<file path="config.mk">
export PLATFORM = sky130hd
export DESIGN_NAME = ssb_host_arbiter
export DESIGN_NICKNAME = d
export VERILOG_FILES = /design/src/rtl/ssb_arb_pkg.sv /design/src/rtl/ssb_arb_id_fifo.sv /design/src/rtl/ssb_host_arbiter.sv
export SDC_FILE = /design/constraint.sdc
export NUM_CORES = 1
export LEC_CHECK = 0
export CORE_AREA = 2 2 138 140
export DETAILED_ROUTE_END_ITERATION = 6
export DIE_AREA = 0 0 140 142
export PLACE_DENSITY = 0.61
export SLEW_MARGIN = 5
export SYNTH_ARGS = -nofsm -noshare
export SYNTH_HDL_FRONTEND = slang
export SYNTH_SLANG_ARGS = --single-unit
</file>
<file path="constraint.sdc">
create_clock -name clk_sys_i -period 7.4 [get_ports clk_sys_i]
set_input_delay 2.22 -clock clk_sys_i [delete_from_list [all_inputs] [get_ports clk_sys_i]]
set_output_delay 2.22 -clock clk_sys_i [all_outputs]
set_load 0.005 [all_outputs]
</file>
<file path="src/rtl/ssb_arb_pkg.sv">
// rtl/ssb_arb_pkg.sv - shared constants and request attribute type for the SSB host arbiter
package ssb_arb_pkg;

    localparam int SsbAddrW = 32;
    localparam int SsbDataW = 32;
    localparam int SsbBeW   = 4;

    localparam int HostDbg   = 0;
    localparam int HostInstr = 1;
    localparam int HostData  = 2;

    typedef struct packed {
        logic [SsbAddrW-1:0] addr;
        logic                we;
        logic [SsbBeW-1:0]   be;
        logic [SsbDataW-1:0] wdata;
    } ssb_req_t;

endpackage

</file>
<file path="src/rtl/ssb_arb_id_fifo.sv">
// rtl/ssb_arb_id_fifo.sv - outstanding host-ID FIFO; head is the host owed the next response
module ssb_arb_id_fifo #(
    parameter int Width = 2,
    parameter int Depth = 2
) (
    input  logic             clk,
    input  logic             rst_n,
    input  logic             push,
    input  logic [Width-1:0] push_data,
    input  logic             pop,
    output logic [Width-1:0] head,
    output logic             full,
    output logic             empty
);

    localparam int PtrW = (Depth > 1) ? $clog2(Depth) : 1;
    localparam int CntW = $clog2(Depth + 1);

    logic [Depth-1:0][Width-1:0] mem;
    logic [PtrW-1:0]             wr_ptr;
    logic [PtrW-1:0]             rd_ptr;
    logic [CntW-1:0]             count;
    logic                        do_push;
    logic                        do_pop;

    assign full    = (count == CntW'(Depth));
    assign empty   = (count == '0);
    assign do_push = push & ~full;
    assign do_pop  = pop & ~empty;
    assign head    = mem[rd_ptr];

    always_ff @(posedge clk) begin
        if (do_push) begin
            mem[wr_ptr] <= push_data;
        end
    end

    always_ff @(posedge clk or negedge rst_n) begin
        if (!rst_n) begin
            wr_ptr <= '0;
            rd_ptr <= '0;
            count  <= '0;
        end else begin
            if (do_push) begin
                wr_ptr <= (wr_ptr == PtrW'(Depth - 1)) ? '0 : wr_ptr + PtrW'(1);
            end
            if (do_pop) begin
                rd_ptr <= (rd_ptr == PtrW'(Depth - 1)) ? '0 : rd_ptr + PtrW'(1);
            end
            case ({do_push, do_pop})
                2'b10:   count <= count + CntW'(1);
                2'b01:   count <= count - CntW'(1);
                default: count <= count;
            endcase
        end
    end

endmodule

</file>
<file path="src/rtl/ssb_host_arbiter.sv">
// rtl/ssb_host_arbiter.sv - round-robin SSB host arbiter with in-order response routing (option: SSB_ARB_DBG_PRIO_EN)
module ssb_host_arbiter
    import ssb_arb_pkg::*;
#(
    parameter int NrHosts        = 3,
    parameter int MaxOutstanding = 2
) (
    input  logic                               clk_sys_i,
    input  logic                               rst_sys_ni,
    input  logic [NrHosts-1:0]                 host_req_i,
    input  logic [NrHosts-1:0][SsbAddrW-1:0]   host_addr_i,
    input  logic [NrHosts-1:0]                 host_we_i,
    input  logic [NrHosts-1:0][SsbBeW-1:0]     host_be_i,
    input  logic [NrHosts-1:0][SsbDataW-1:0]   host_wdata_i,
    output logic [NrHosts-1:0]                 host_gnt_o,
    output logic [NrHosts-1:0]                 host_rvalid_o,
    output logic [SsbDataW-1:0]                host_rdata_o,
    output logic                               host_err_o,
    output logic                               dev_req_o,
    output logic [SsbAddrW-1:0]                dev_addr_o,
    output logic                               dev_we_o,
    output logic [SsbBeW-1:0]                  dev_be_o,
    output logic [SsbDataW-1:0]                dev_wdata_o,
    input  logic                               dev_gnt_i,
    input  logic                               dev_rvalid_i,
    input  logic [SsbDataW-1:0]                dev_rdata_i,
    input  logic                               dev_err_i,
    output logic                               err_spurious_o
);

    localparam int IdW = (NrHosts > 1) ? $clog2(NrHosts) : 1;

`ifdef SSB_ARB_DBG_PRIO_EN
    localparam bit DbgPrio = 1'b1;
`else
    localparam bit DbgPrio = 1'b0;
`endif

    logic [IdW-1:0] rr_q;
    logic [IdW-1:0] winner;
    logic [IdW:0]   sum;
    logic [IdW-1:0] idx;
    logic           found;
    logic           handshake;
    logic           fifo_full;
    logic           fifo_empty;
    logic [IdW-1:0] fifo_head;
    logic           resp_pop;
    ssb_req_t       win_req;

    // Search begins one past the last winner; host 0 is excluded from the rotation when it has priority.
    always_comb begin
        winner = '0;
        found  = 1'b0;
        sum    = '0;
        idx    = '0;
        if (DbgPrio && host_req_i[0]) begin
            found = 1'b1;
        end
        for (int k = 1; k <= NrHosts; k++) begin
            sum = {1'b0, rr_q} + (IdW+1)'(k);
            if (sum >= (IdW+1)'(NrHosts)) begin
                sum = sum - (IdW+1)'(NrHosts);
            end
            idx = sum[IdW-1:0];
            if (!found && host_req_i[idx] && !(DbgPrio && idx == '0)) begin
                winner = idx;
                found  = 1'b1;
            end
        end
    end

    assign dev_req_o = (|host_req_i) & ~fifo_full;
    assign handshake = dev_req_o & dev_gnt_i;

    always_comb begin
        win_req = '0;
        if (dev_req_o) begin
            win_req.addr  = host_addr_i[winner];
            win_req.we    = host_we_i[winner];
            win_req.be    = host_be_i[winner];
            win_req.wdata = host_wdata_i[winner];
        end
    end

    assign dev_addr_o  = win_req.addr;
    assign dev_we_o    = win_req.we;
    assign dev_be_o    = win_req.be;
    assign dev_wdata_o = win_req.wdata;

    always_comb begin
        host_gnt_o = '0;
        if (handshake) begin
            host_gnt_o[winner] = 1'b1;
        end
    end

    assign resp_pop = dev_rvalid_i & ~fifo_empty;

    always_comb begin
        host_rvalid_o = '0;
        if (resp_pop) begin
            host_rvalid_o[fifo_head] = 1'b1;
        end
    end

    assign host_rdata_o = dev_rdata_i;
    assign host_err_o   = dev_err_i;

    always_ff @(posedge clk_sys_i or negedge rst_sys_ni) begin
        if (!rst_sys_ni) begin
            rr_q           <= IdW'(NrHosts - 1);
            err_spurious_o <= 1'b0;
        end else begin
            if (handshake && !(DbgPrio && winner == '0)) begin
                rr_q <= winner;
            end
            if (dev_rvalid_i && fifo_empty) begin
                err_spurious_o <= 1'b1;
            end
        end
    end

    ssb_arb_id_fifo #(
        .Width (IdW),
        .Depth (MaxOutstanding)
    ) u_id_fifo (
        .clk       (clk_sys_i),
        .rst_n     (rst_sys_ni),
        .push      (handshake),
        .push_data (winner),
        .pop       (resp_pop),
        .head      (fifo_head),
        .full      (fifo_full),
        .empty     (fifo_empty)
    );

endmodule
</file>
==> results of run 1 <==
[Yosys cell counts, drive strengths merged]
cell type and number:
dfrtp 6, a2111oi 1, a21boi 1, o221ai 1
o32a 2, edfxtp 4, nand4b 3, o31ai 2
nand2b 1, o21ai 1, and3 1, a32oi 1
and2 1, inv 12, nand2 4, ha 5
nor2 10, nor3 3, nand4 1, a21o 2
o21a 1, nor2b 3, mux2i 70, xnor2 5
clkbuf 12, a41oi 1, a211oi 69, o211a 1
a21oi 71, nor3b 1, a31o 1, a31oi 1
dfstp 1, buf 63
[logic make-up (layout without fill, tap and decap cells)]
logic type               count (synthesis)  after routing  share of synthesized area, %
AO/OA/AOI/OAI                          156            156                          42.2
XOR/XNOR                                 5              5                          1.33
adder cells (fa/ha/maj)                  5              5                          1.90
buffers and inverters                   87            316                          19.6
flip-flops                              11             11                          9.02
multiplexers                            70             70                          21.3
AND/OR/NAND/NOR                         28             28                          4.72
[power breakdown]
part / internal [mW] / total (mW) / leakage [nW] / switching, mW
sequential: 0.0962 / 0.125 / 0.116 / 0.0284
clock: 0.0723 / 0.0983 / 0.0382 / 0.0261
combinational: 1.13 / 2.05 / 2.22 / 0.924
total: 1.30 / 2.28 / 2.37 / 0.978
[registers in the layout, summed over array words and instances (netlist names)]
register and count:
u_id_fifo.mem 4, u_id_fifo.count 2, u_id_fifo.rd_ptr 1, rr_q 2, u_id_fifo.wr_ptr 1, err_spurious_o 1
[path summary, 6_finish.rpt]
check | start | endpoint | slack (ns)
setup / recovery | host_req_i[2] | host_gnt_o[0] | 0.27
hold reg to reg | err_spurious_o | err_spurious_o | 0.47
max in group asynchronous | rst_sys_ni | rr_q[1] | 4.85
min in group asynchronous | rst_sys_ni | u_id_fifo.rd_ptr | 2.26
hold / removal | err_spurious_o | err_spurious_o | 0.47
setup reg to reg | rr_q[0] | u_id_fifo.mem[3] | 4.79
[metal layers]
metal  vias to the layer above  routed length [um]  GRT usage [%]  part of all wire (%)
li1                       1796                   -              -                     -
met1                      1699                5560           15.1                    41
met2                       200                6540           22.2                    49
met3                        14                1130           2.86                   8.4
met4                         0                 178           2.66                   1.3
met5                         -                   0              0                     0
[metrics by stage]
| stage | hold WS, ns | cells | power, mW |
|---|---|---|---|
| 6_report | 0.471 | 825 | 2.28 |
| 4_1_cts | 0.472 | 825 | 2.31 |
| 3_3_place_gp | 0.455 | 821 | 2.20 |
| 2_1_floorplan | 0.461 | 362 | 1.38 |
| 5_1_grt | 0.497 | 825 | 2.44 |
| 3_5_place_dp | 0.460 | 821 | 2.20 |
[cell type report]
class | count | area, um^2 | area share [%]
clock buffer | 4 | 78.8 | 1.28
inverter | 12 | 45.0 | 0.732
multi-input combinational | 264 | 2380 | 38.6
sequential | 11 | 297 | 4.82
tap | 234 | 293 | 4.76
timing repair buffer | 300 | 3070 | 49.8
==> run metrics, run 1 <==
first-pass GRT wire length 20.0 mm; worst rel slew slack 53.2%; # diodes 0; cells after synthesis 362; hold_buf cts 0; crit-path cells clkdlybuf4s50_1 > a21boi_2 > o211a_4 > o31ai_4 > and2_4 > buf_12 > inv_2 > nor3b_2 > clkdlybuf4s50_1; synthesized net count 614; Core Box Area 18500 um^2; syn avg cell area 9.09 um^2; share of cells above drive strength 1 16.1%; Crit Path Class in2out; drt total wl 13.4 mm; instance count on the critical path 9; Least-Margin Pin Slew 0.695 ns; Slowest cell on crit path clkdlybuf4s50_1; Syn Std Cell Area 3290 um^2; Finished Core Util 33.3%; top cell type's share of synthesized area 25.9%; initial antenna violation count 0; final setup fails 0; hpwl dp 10.7 mm; FF+latch count, synth 11; CP required 5.18 ns; Die Y 142 um; Vias 3709; fin crit share 96.4%; Clock transition at path regs 0.04 ns; status complete, but fails checks; Placer Congestion 0.778; worst clock skew 0.000456 ns; DR WL/cell 16.2 um; maximum number of pins on one net before global-route repair 46; Core Rows 50; Initial Utilization 17.8%; Num CTS Buffers 3; Max VDD drop 0.000187 V; slowest stage delay, CP 0.71 ns; maximum operating frequency 0.140 GHz; failing checks design-rule violations; startpoint types input pin; RSZ-0062 raised after global routing false; die extent in x 140 um; Cell variety after synth 41; largest area contributor in the netlist a211oi_2; endpoints failing hold 0; via-per-instance ratio 4.50; nets 844; CP Buf/Inv Count 4; IO Count 357; 1st-iter DRT viols 165; Hold Crit Depth 1; CP top delay family buffers and inverters; Worst R2R Path Depth 7; most common cell after layout, fill and taps aside clkdlybuf4s50_1; fin. max-slew vios 0; top post-synthesis cells by area a211oi_2, mux2i_1, a21oi_1; setup bufs post-CTS 0; Total GRT Usage 12.4%; most frequent cell on the critical path clkdlybuf4s50_1; Min Clock Period, post-route 7.13 ns; min-delay worst type reg2reg; post-route cell area 6150 um^2; Max clock buf depth 2; vias in the first global route 3665; Resize count post-CTS 0; htree depth 1; Layout area overhead 87.1%; leakage 2.37 nW; sequential fraction of the synthesis area 9.01%; Worst EP arrival 4.91 ns; die area 19900 um^2; router iterations before antenna repair 7; Sink Count 11; Max-Cap Viols 0; CTS root buf clkbuf_16; final routed DRC violation total 15; commonest cells after routing, fill and taps aside clkdlybuf4s50_1, a21oi_1, mux2i_1, a211oi_2; placed inst area 6080 um^2; CP endpoint kind output port; setup ws final 0.267 ns; Setup Total Neg Slack 0 ns; DP Worst Slack 0.270 ns; yosys warns 0; critical-path maximum fanout 45; Filler Cell Count 1891; worst-skew pair later-pin latency 0.24 ns; total global routing overflow 0; DRT antenna net count 0; pwr dens 370 nW/um^2; port buffer count 290; CTS tree done
Power figures use the tool's default switching activity.
==> run 2: changes to the inputs <==
--- a/config.mk
+++ b/config.mk
@@ -5,10 +5,11 @@
 export SDC_FILE = /design/constraint.sdc
 export NUM_CORES = 1
 export LEC_CHECK = 0
-export CORE_AREA = 2 2 138 140
+export CORE_AREA = 8 8 132 134
+export CTS_CLUSTER_SIZE = 30
 export DETAILED_ROUTE_END_ITERATION = 6
 export DIE_AREA = 0 0 140 142
-export PLACE_DENSITY = 0.61
+export PLACE_DENSITY = 0.7
 export SLEW_MARGIN = 5
 export SYNTH_ARGS = -nofsm -noshare
 export SYNTH_HDL_FRONTEND = slang
==> run 2 against run 1 <==
Compared with the run above:
- the run now ends clean
- largest cell class unchanged
- critical endpoint is now dev_wdata_o[20]
- setup slack lost 0.094 ns
- count of clock-buffer cells in the layout stayed put
- maximum frequency is 1.3% lower
- sequential power is essentially flat
==> run metrics, run 2 (synthesized netlist as in run 1, its figures left out) <==
most common cell after layout, fill and taps aside clkdlybuf4s50_1; critical-path maximum fanout 33; DRT antenna net count 0; CTS root buf clkbuf_16; Max VDD drop 0.000228 V; Resize count post-CTS 0; Vias 3711; die area 19900 um^2; Crit Path Class in2out; # diodes 0; setup bufs post-CTS 0; via-per-instance ratio 4.74; Worst EP arrival 5.01 ns; startpoint types input pin; first-pass GRT wire length 22.5 mm; final routed DRC violation total 0; post-route cell area 6090 um^2; Max clock buf depth 2; Filler Cell Count 1534; worst-skew pair later-pin latency 0.23 ns; Num CTS Buffers 3; Largest regs u_id_fifo.mem x4, rr_q x2, u_id_fifo.count x2; final hold slack 0.488 ns; drt total wl 14.9 mm; status finished, final reports clean; 1st-iter DRT viols 158; endpoints failing hold 0; Internal 1.30 mW; placed inst area 6010 um^2; Min Clock Period, post-route 7.23 ns; Core Rows 46; multi-input logic area 2380 um^2; fin crit share 97.7%; worst rel slew slack 54.3%; port buffer count 290; IO Count 357; pwr dens 379 nW/um^2; die extent in x 140 um; clock network fraction of total power 4.3%; vias in the first global route 4161; nets 844; DR WL/cell 19.1 um; total global routing overflow 0; largest register by flop count u_id_fifo.mem; Max-Cap Viols 0; Initial Utilization 21.3%; Layout area overhead 85.1%; sw power 1.01 mW; register area 297 um^2; Total GRT Usage 13.9%; Non-Filler Instances 783; max reg flops 4; RSZ-0062 raised after global routing false; placed cell count 779; final setup fails 0; commonest cells after routing, fill and taps aside clkdlybuf4s50_1, a21oi_1, mux2i_1, a211oi_2; min-delay worst type reg2reg; initial antenna violation count 0; Die Y 142 um; router iterations before antenna repair 4; Setup Total Neg Slack 0 ns; Least-Margin Pin Slew 0.679 ns; maximum operating frequency 0.138 GHz; Finished Core Util 39.5%; share of cells above drive strength 1 16.1%; CP required 5.18 ns; hpwl dp 12.5 mm; leakage 2.37 nW; Sink Count 11; CTS tree done; htree depth 1; Net Sw Frac 43.6%; worst clock skew 0.000698 ns; fin. max-slew vios 0; Clock transition at path regs 0.04 ns; Placer Congestion 0.821; CP endpoint kind output port; maximum number of pins on one net before global-route repair 39; combinational power share 90.3%; Core Box Area 15400 um^2; sequential share of power 5.4%; hold_buf cts 0
run 2: cell types whose count changed in the layout (fill, tap and decap cells not counted):
cell	delta
buf_12	-1
buf_4	+1
run 2: metal layers:
metal / vias to the layer above / wire [um] / global-route usage (%) / part of all wire (%)
li1: 1795 / - / - / -
met1: 1687 / 5800 / 15.7 / 39
met2: 195 / 7480 / 24.3 / 50
met3: 34 / 1250 / 4.50 / 8.4
met4: 0 / 410 / 4.40 / 2.7
met5: - / 0 / 0 / 0
run 2: critical path: stages:
cell and delay [ns]:
clkdlybuf4s50_1 0.71, a21boi_2 0.15, o211a_4 0.18, o31ai_4 0.36
buf_4 0.40, a21oi_1 0.14, a211oi_2 0.28, clkdlybuf4s50_1 0.55
run 2: stage by stage:
step / total power [mW] / setup WS [ns]
6_report: 2.31 / 0.173
4_1_cts: 2.35 / 0.138
2_1_floorplan: 1.38 / 1.64
3_3_place_gp: 2.21 / 0.230
3_5_place_dp: 2.24 / 0.154
5_1_grt: 2.46 / 0.000529
run 2: final timing paths:
| path | slack, ns | cells past startpoint | from | end |
|---|---|---|---|---|
| worst max-delay path | 0.17 | 8 | host_req_i[2] | dev_wdata_o[20] |
| worst min-delay path | 0.49 | 1 | err_spurious_o | err_spurious_o |
| worst max register to register | 4.89 | 7 | rr_q[0] | u_id_fifo.mem[1] |
| worst min register to register | 0.49 | 1 | err_spurious_o | err_spurious_o |
| max in group asynchronous | 4.85 | 1 | rst_sys_ni | rr_q[1] |
| min in group asynchronous | 2.26 | 1 | rst_sys_ni | u_id_fifo.rd_ptr |
run 2: power by group through the flow:
stage / logic, mW / registers (mW) / clock network [mW]
floorplan: 1.26 / 0.114 / 0
global placement: 2.09 / 0.122 / 0
detailed placement: 2.11 / 0.126 / 0
CTS: 2.13 / 0.125 / 0.0993
global route: 2.23 / 0.129 / 0.102
finish: 2.08 / 0.125 / 0.0980
run 2: area by class of cell:
cell class / instances / share of cell area [%]
Timing Repair Buffer: 300 / 50.1
Multi-Input combinational cell: 264 / 39.0
Sequential cell: 11 / 4.87
Tap cell: 192 / 3.94
Clock buffer: 4 / 1.29
Inverter: 12 / 0.740
==> edit 1 (flow settings as in run 2) <==
`MaxOutstanding`: 2 -> 1.
--- a/src/rtl/ssb_host_arbiter.sv
+++ b/src/rtl/ssb_host_arbiter.sv
@@ -4,5 +4,5 @@
 #(
     parameter int NrHosts        = 3,
-    parameter int MaxOutstanding = 2
+    parameter int MaxOutstanding = 1
 ) (
     input  logic                               clk_sys_i,
Function: changed (Yosys sat finds a counterexample within 4 cycles, from zero or initial values and one cycle with rst_sys_ni low).
==> edit 1 against run 2 <==
Total power decreased by 21%; sequential cell count down 5; combinational power is 19% lower; via count grew 0.16%; sequential power is 53% lower; setup slack better by 0.21 ns; critical path type unchanged; cell area is 16% lower; first-iteration DRC count is 7.6% lower; area after synthesis is 32% lower; final cell count up 4.6%; wire length decreased by 8.7%; largest cell class unchanged.
==> edit 1: results (changes against run 2) <==
Global route
  • First-pass GRT wire length: 20700 um (was 22500 um)
  • GRT met3 Usage: 3.92% (was 4.50%)
  • Vias in the first global route: 3875 (was 4161)
  • Met1 global-route usage: 13.8% (was 15.7%)
  • Total track usage: 12.6% (was 13.9%)
  • Initial antenna violation count: 0 (unchanged)
  • Met2 Use GR: 22.0% (was 24.3%)
  • Largest net degree at the start of global routing: 72 (was 39)

Logic synthesis
  • Sequential fraction of the synthesis area: 7.21% (was 9.01%)
  • Synth top area share: 30.9% (was 25.9%)
  • Asr flop ratio synth: 66.7% (was 63.6%)
  • EDFF count, synth: 2 (was 4)
  • Post-synth top cells: a21oi_1 (138), nand2_1 (72), o21ai_0 (70), buf_4 (34), clkbuf_1 (16) (was a21oi_1 (71), mux2i_1 (70), a211oi_2 (68), buf_4 (42), clkbuf_1 (12))
  • Synth top area cells: a21oi_1 (31%), o21ai_0 (16%), nand2_1 (12%) (was a211oi_2 (26%), mux2i_1 (21%), a21oi_1 (11%))
  • Syn Nets: 646 (was 614)
  • Syn avg cell area: 5.67 um^2 (was 9.09 um^2)

Drt
  • Starting DRT DRC Count: 146 (was 158)
  • Via count: 3717 (was 3711)
  • Met3 wire len: 1180 um (was 1250 um)
  • Met1 wire length: 5400 um (was 5800 um)
  • Vias per cell: 4.54 (was 4.74)

Layout
  • Largest registers: rr_q: 2 flops, u_id_fifo.mem: 2 flops (was u_id_fifo.mem: 4 flops, rr_q: 2 flops, u_id_fifo.count: 2 flops)
  • Multi-input logic area: 1610 um^2 (was 2380 um^2)
  • # fillers: 1670 (was 1534)

Timing
  • Measured slew at the worst slew-check pin: 0.419 ns (was 0.679 ns)
  • Period utilisation layout: 94.8% (was 97.7%)
  • Hold_ws: 0.466 ns (was 0.488 ns)
  • Worst Skew: 0.00304 ns (was 0.000698 ns)

Worst setup path
  • R2r setup slk: 5.14 ns (was 4.89 ns)
  • Critical path fanouts, max: 69 (was 33)
  • Crit path from: host_req_i[1] (was host_req_i[2])
  • RR Endpoint: rr_q[0] (was u_id_fifo.mem[1])
  • Crit path arrival time: 4.80 ns (was 5.01 ns)
  • Worst setup endpoint: dev_addr_o[26] (was dev_wdata_o[20])

Power
  • Combinational power: 1.68 mW (was 2.08 mW)
  • Sequential power share: 3.2% (was 5.4%)
  • Combinational power share: 91.9% (was 90.3%)
  • Static Leak: 1.88 nW (was 2.37 nW)

Status
  • Status: finished, final reports clean (unchanged)

Placement
  • Post-DP Area: 5050 um^2 (was 6010 um^2)
  • Final GP Congestion: 0.849 (was 0.821)
==> edit 1: changes by cell type after synthesis, sizes merged, moves of 10 or more <==
cell | run 2 | this run
o21ai | 1 | 71
a211oi | 69 | 1
mux2i | 70 | 2
nand2 | 4 | 72
a21oi | 71 | 138
buf | 63 | 53
==> edit 1: final cells by class <==
cell class	instances	area share, %
Tap cell	192	4.68
Sequential cell	6	3.14
Timing Repair Buffer	297	58.8
Clock buffer	4	1.54
Inverter	6	0.439
Multi-Input combinational cell	314	31.4
==> edit 1: cells by family (layout without fill, tap and decap cells) <==
| kind of cell | Yosys count | in the layout | synth area share (%) |
|---|---|---|---|
| buffers and inverters | 75 | 307 | 21.6 |
| flip-flops | 6 | 6 | 7.21 |
| adder cells (fa/ha/maj) | 4 | 4 | 2.24 |
| multiplexers | 4 | 4 | 2.07 |
| AND/OR/NAND/NOR | 87 | 87 | 16.1 |
| AO/OA/AOI/OAI | 219 | 219 | 50.8 |
==> edit 2 (settings of run 2) <==
Made on the original files. Register the output `host_err_o`, without a reset; this adds one clock of latency there. The other outputs are not delayed to match.
--- a/src/rtl/ssb_host_arbiter.sv
+++ b/src/rtl/ssb_host_arbiter.sv
@@ -106,5 +106,7 @@
 
     assign host_rdata_o = dev_rdata_i;
-    assign host_err_o   = dev_err_i;
+    always_ff @(posedge clk_sys_i) begin
+        host_err_o <= dev_err_i;
+    end
 
     always_ff @(posedge clk_sys_i or negedge rst_sys_ni) begin
Formal check against the unedited RTL: not equivalent (a bounded check fails within 4 cycles, from zero or initial values and one cycle with rst_sys_ni low).
==> edit 2 against run 2 <==
Area after synthesis grew 0.38%; utilization up 0.32 points; setup slack improved by 0.037 ns; first-iteration DRC count is 28% lower; cell area increased by 0.82%; total power up 0.42%; fmax is 0.51% higher; via count is 3.4% higher; sequential cell count up 1; wire length increased by 3.1%; largest cell class unchanged; largest power group unchanged.
==> edit 2: results (changes against run 2) <==
Clock tree
  • Total CTS buffers: 3 (unchanged)
  • Buffer count from post-CTS setup fixing: 0 (unchanged)
  • CTS root buf: clkbuf_16 (unchanged)
  • Worst-Skew Late Latency: 0.24 ns
  • H-tree levels: 1 (unchanged)
  • Clock buffer depth: 2 (unchanged)
  • Post_cts resized: 0 (unchanged)
  • Clk pin slew, worst setup/hold paths: 0.04 ns (about the same)

Drt
  • Routed WL per cell: 19.5 um (was 19.1 um)
  • Vias per cell: 4.86 (was 4.74)
  • Post-Route WL: 15400 um (was 14900 um)
  • Drt pass-1 iters: 4 (unchanged)
  • Starting DRT DRC Count: 113 (was 158)

Power
  • Pint: 1.31 mW (was 1.30 mW)
  • Static Leak: 2.39 nW (was 2.37 nW)
  • Worst IR Drop VDD: 0.164 mV (was 0.228 mV)

Logic synthesis
  • Syn avg cell area: 9.12 um^2 (was 9.09 um^2)
  • Syn Nets: 614 (unchanged)
  • Unique masters post-synth: 42 (was 41)
  • Syn. warnings: 0 (unchanged)
  • Sequential fraction of the synthesis area: 9.59% (was 9.01%)
  • EDFF count, synth: 4 (unchanged)
  • Post-synth top cells: a21oi_1 (71), mux2i_1 (70), a211oi_2 (68), buf_4 (41), clkbuf_1 (12) (was a21oi_1 (71), mux2i_1 (70), a211oi_2 (68), buf_4 (42), clkbuf_1 (12))
  • Ys flop type: dfrtp_1 (unchanged)
  • Synth top area cells: a211oi_2 (26%), mux2i_1 (21%), a21oi_1 (11%) (unchanged)
  • Asr flop ratio synth: 58.3% (was 63.6%)

Worst setup path
  • Crit path arrival time: 4.97 ns (was 5.01 ns)
  • Critical path fanouts, max: 33 (unchanged)
  • Critical Path Max Stage Delay: 0.57 ns (was 0.71 ns)
  • Slowest CP cell: clkdlybuf4s50_1 (unchanged)
  • Delay-heaviest family, CP: buffers and inverters (unchanged)

Placement
  • Number of port buffers: 292 (was 290)
  • Pre-CTS WS: 0.246 ns (was 0.154 ns)
  • Post-DP HPWL: 12700 um (was 12500 um)
  • Post-DP Area: 6060 um^2 (was 6010 um^2)
  • Dpl cells: 785 (was 779)
  • Final GP Congestion: 0.843 (was 0.821)

Layout
  • Nets: 850 (was 844)
  • Layout cell share with drive strength beyond 1: 16.4% (was 16.1%)
  • # fillers: 1486 (was 1534)
  • Largest registers: u_id_fifo.mem: 4 flops, rr_q: 2 flops, u_id_fifo.count: 2 flops (unchanged)
  • N_diodes: 0 (unchanged)

Timing
  • Worst Skew: 0.00217 ns (was 0.000698 ns)
  • Slew headroom: 56.5% (was 54.3%)

Status
  • Status: finished, final reports clean (unchanged)

Global route
  • Vias in the first global route: 4192 (was 4161)
  • Largest net degree at the start of global routing: 70 (was 39)
  • Total track usage: 14.3% (was 13.9%)
  • First-pass GRT wire length: 23200 um (was 22500 um)
  • Initial antenna violation count: 0 (unchanged)

Min path
  • Min-delay worst type: reg -> reg (unchanged)
-- edit 2: cell count changes after synthesis, sizes merged --
| cell | delta |
|---|---|
| buf | -1 |
| dfxtp | +1 |
-- edit 2: final cells by class --
type                    instances  area [um^2]  share of cell area, %
multi-input cells             264         2380                   38.7
flip-flops and latches         12          317                   5.16
well taps                     192          240                   3.91
repair buffers                305         3080                   50.2
inverters                      12         45.0                  0.734
clock buffers                   3         75.1                   1.22
clock inverters                 1         3.75                 0.0611
-- edit 2: kinds of logic after synthesis --
group	share of synthesized area, %
buffers and inverters	19.2
and+or+nand+nor	4.70
xor gates and xnor gates	1.33
AOI/OAI and AO/OA	42.0
muxes	21.2
adders and majority gates	1.89
DFF	9.59
-- edit 2: power by group through the flow --
stage               sequential [mW]  combinational, mW  clock (mW)
floorplan                     0.120               1.26           0
global placement              0.129               2.07           0
detailed placement            0.131               2.10           0
CTS                           0.131               2.11      0.0995
global route                  0.136               2.22       0.103
finish                        0.131               2.09      0.0985
-- edit 2: routing by layer --
layer | share of wire (%) | GRT usage [%] | wire (um) | vias to the layer above
met4 | 2.7 | 4.51 | 420 | 0
met5 | 0 | 0 | 0 | -
met3 | 8.1 | 3.46 | 1260 | 34
li1 | - | - | - | 1811
met1 | 38 | 16.0 | 5790 | 1779
met2 | 52 | 26.2 | 7940 | 212
-- edit 2: final timing paths --
path,cells past startpoint,slack [ns],startpoint,to
max,9,0.21,host_req_i[2],dev_addr_o[10]
min,1,0.49,err_spurious_o,err_spurious_o
max reg2reg,7,4.78,rr_q[0],u_id_fifo.mem[3]
min reg2reg,1,0.49,err_spurious_o,err_spurious_o
max in group asynchronous,1,4.84,rst_sys_ni,rr_q[1]
min in group asynchronous,1,2.26,rst_sys_ni,u_id_fifo.rd_ptr
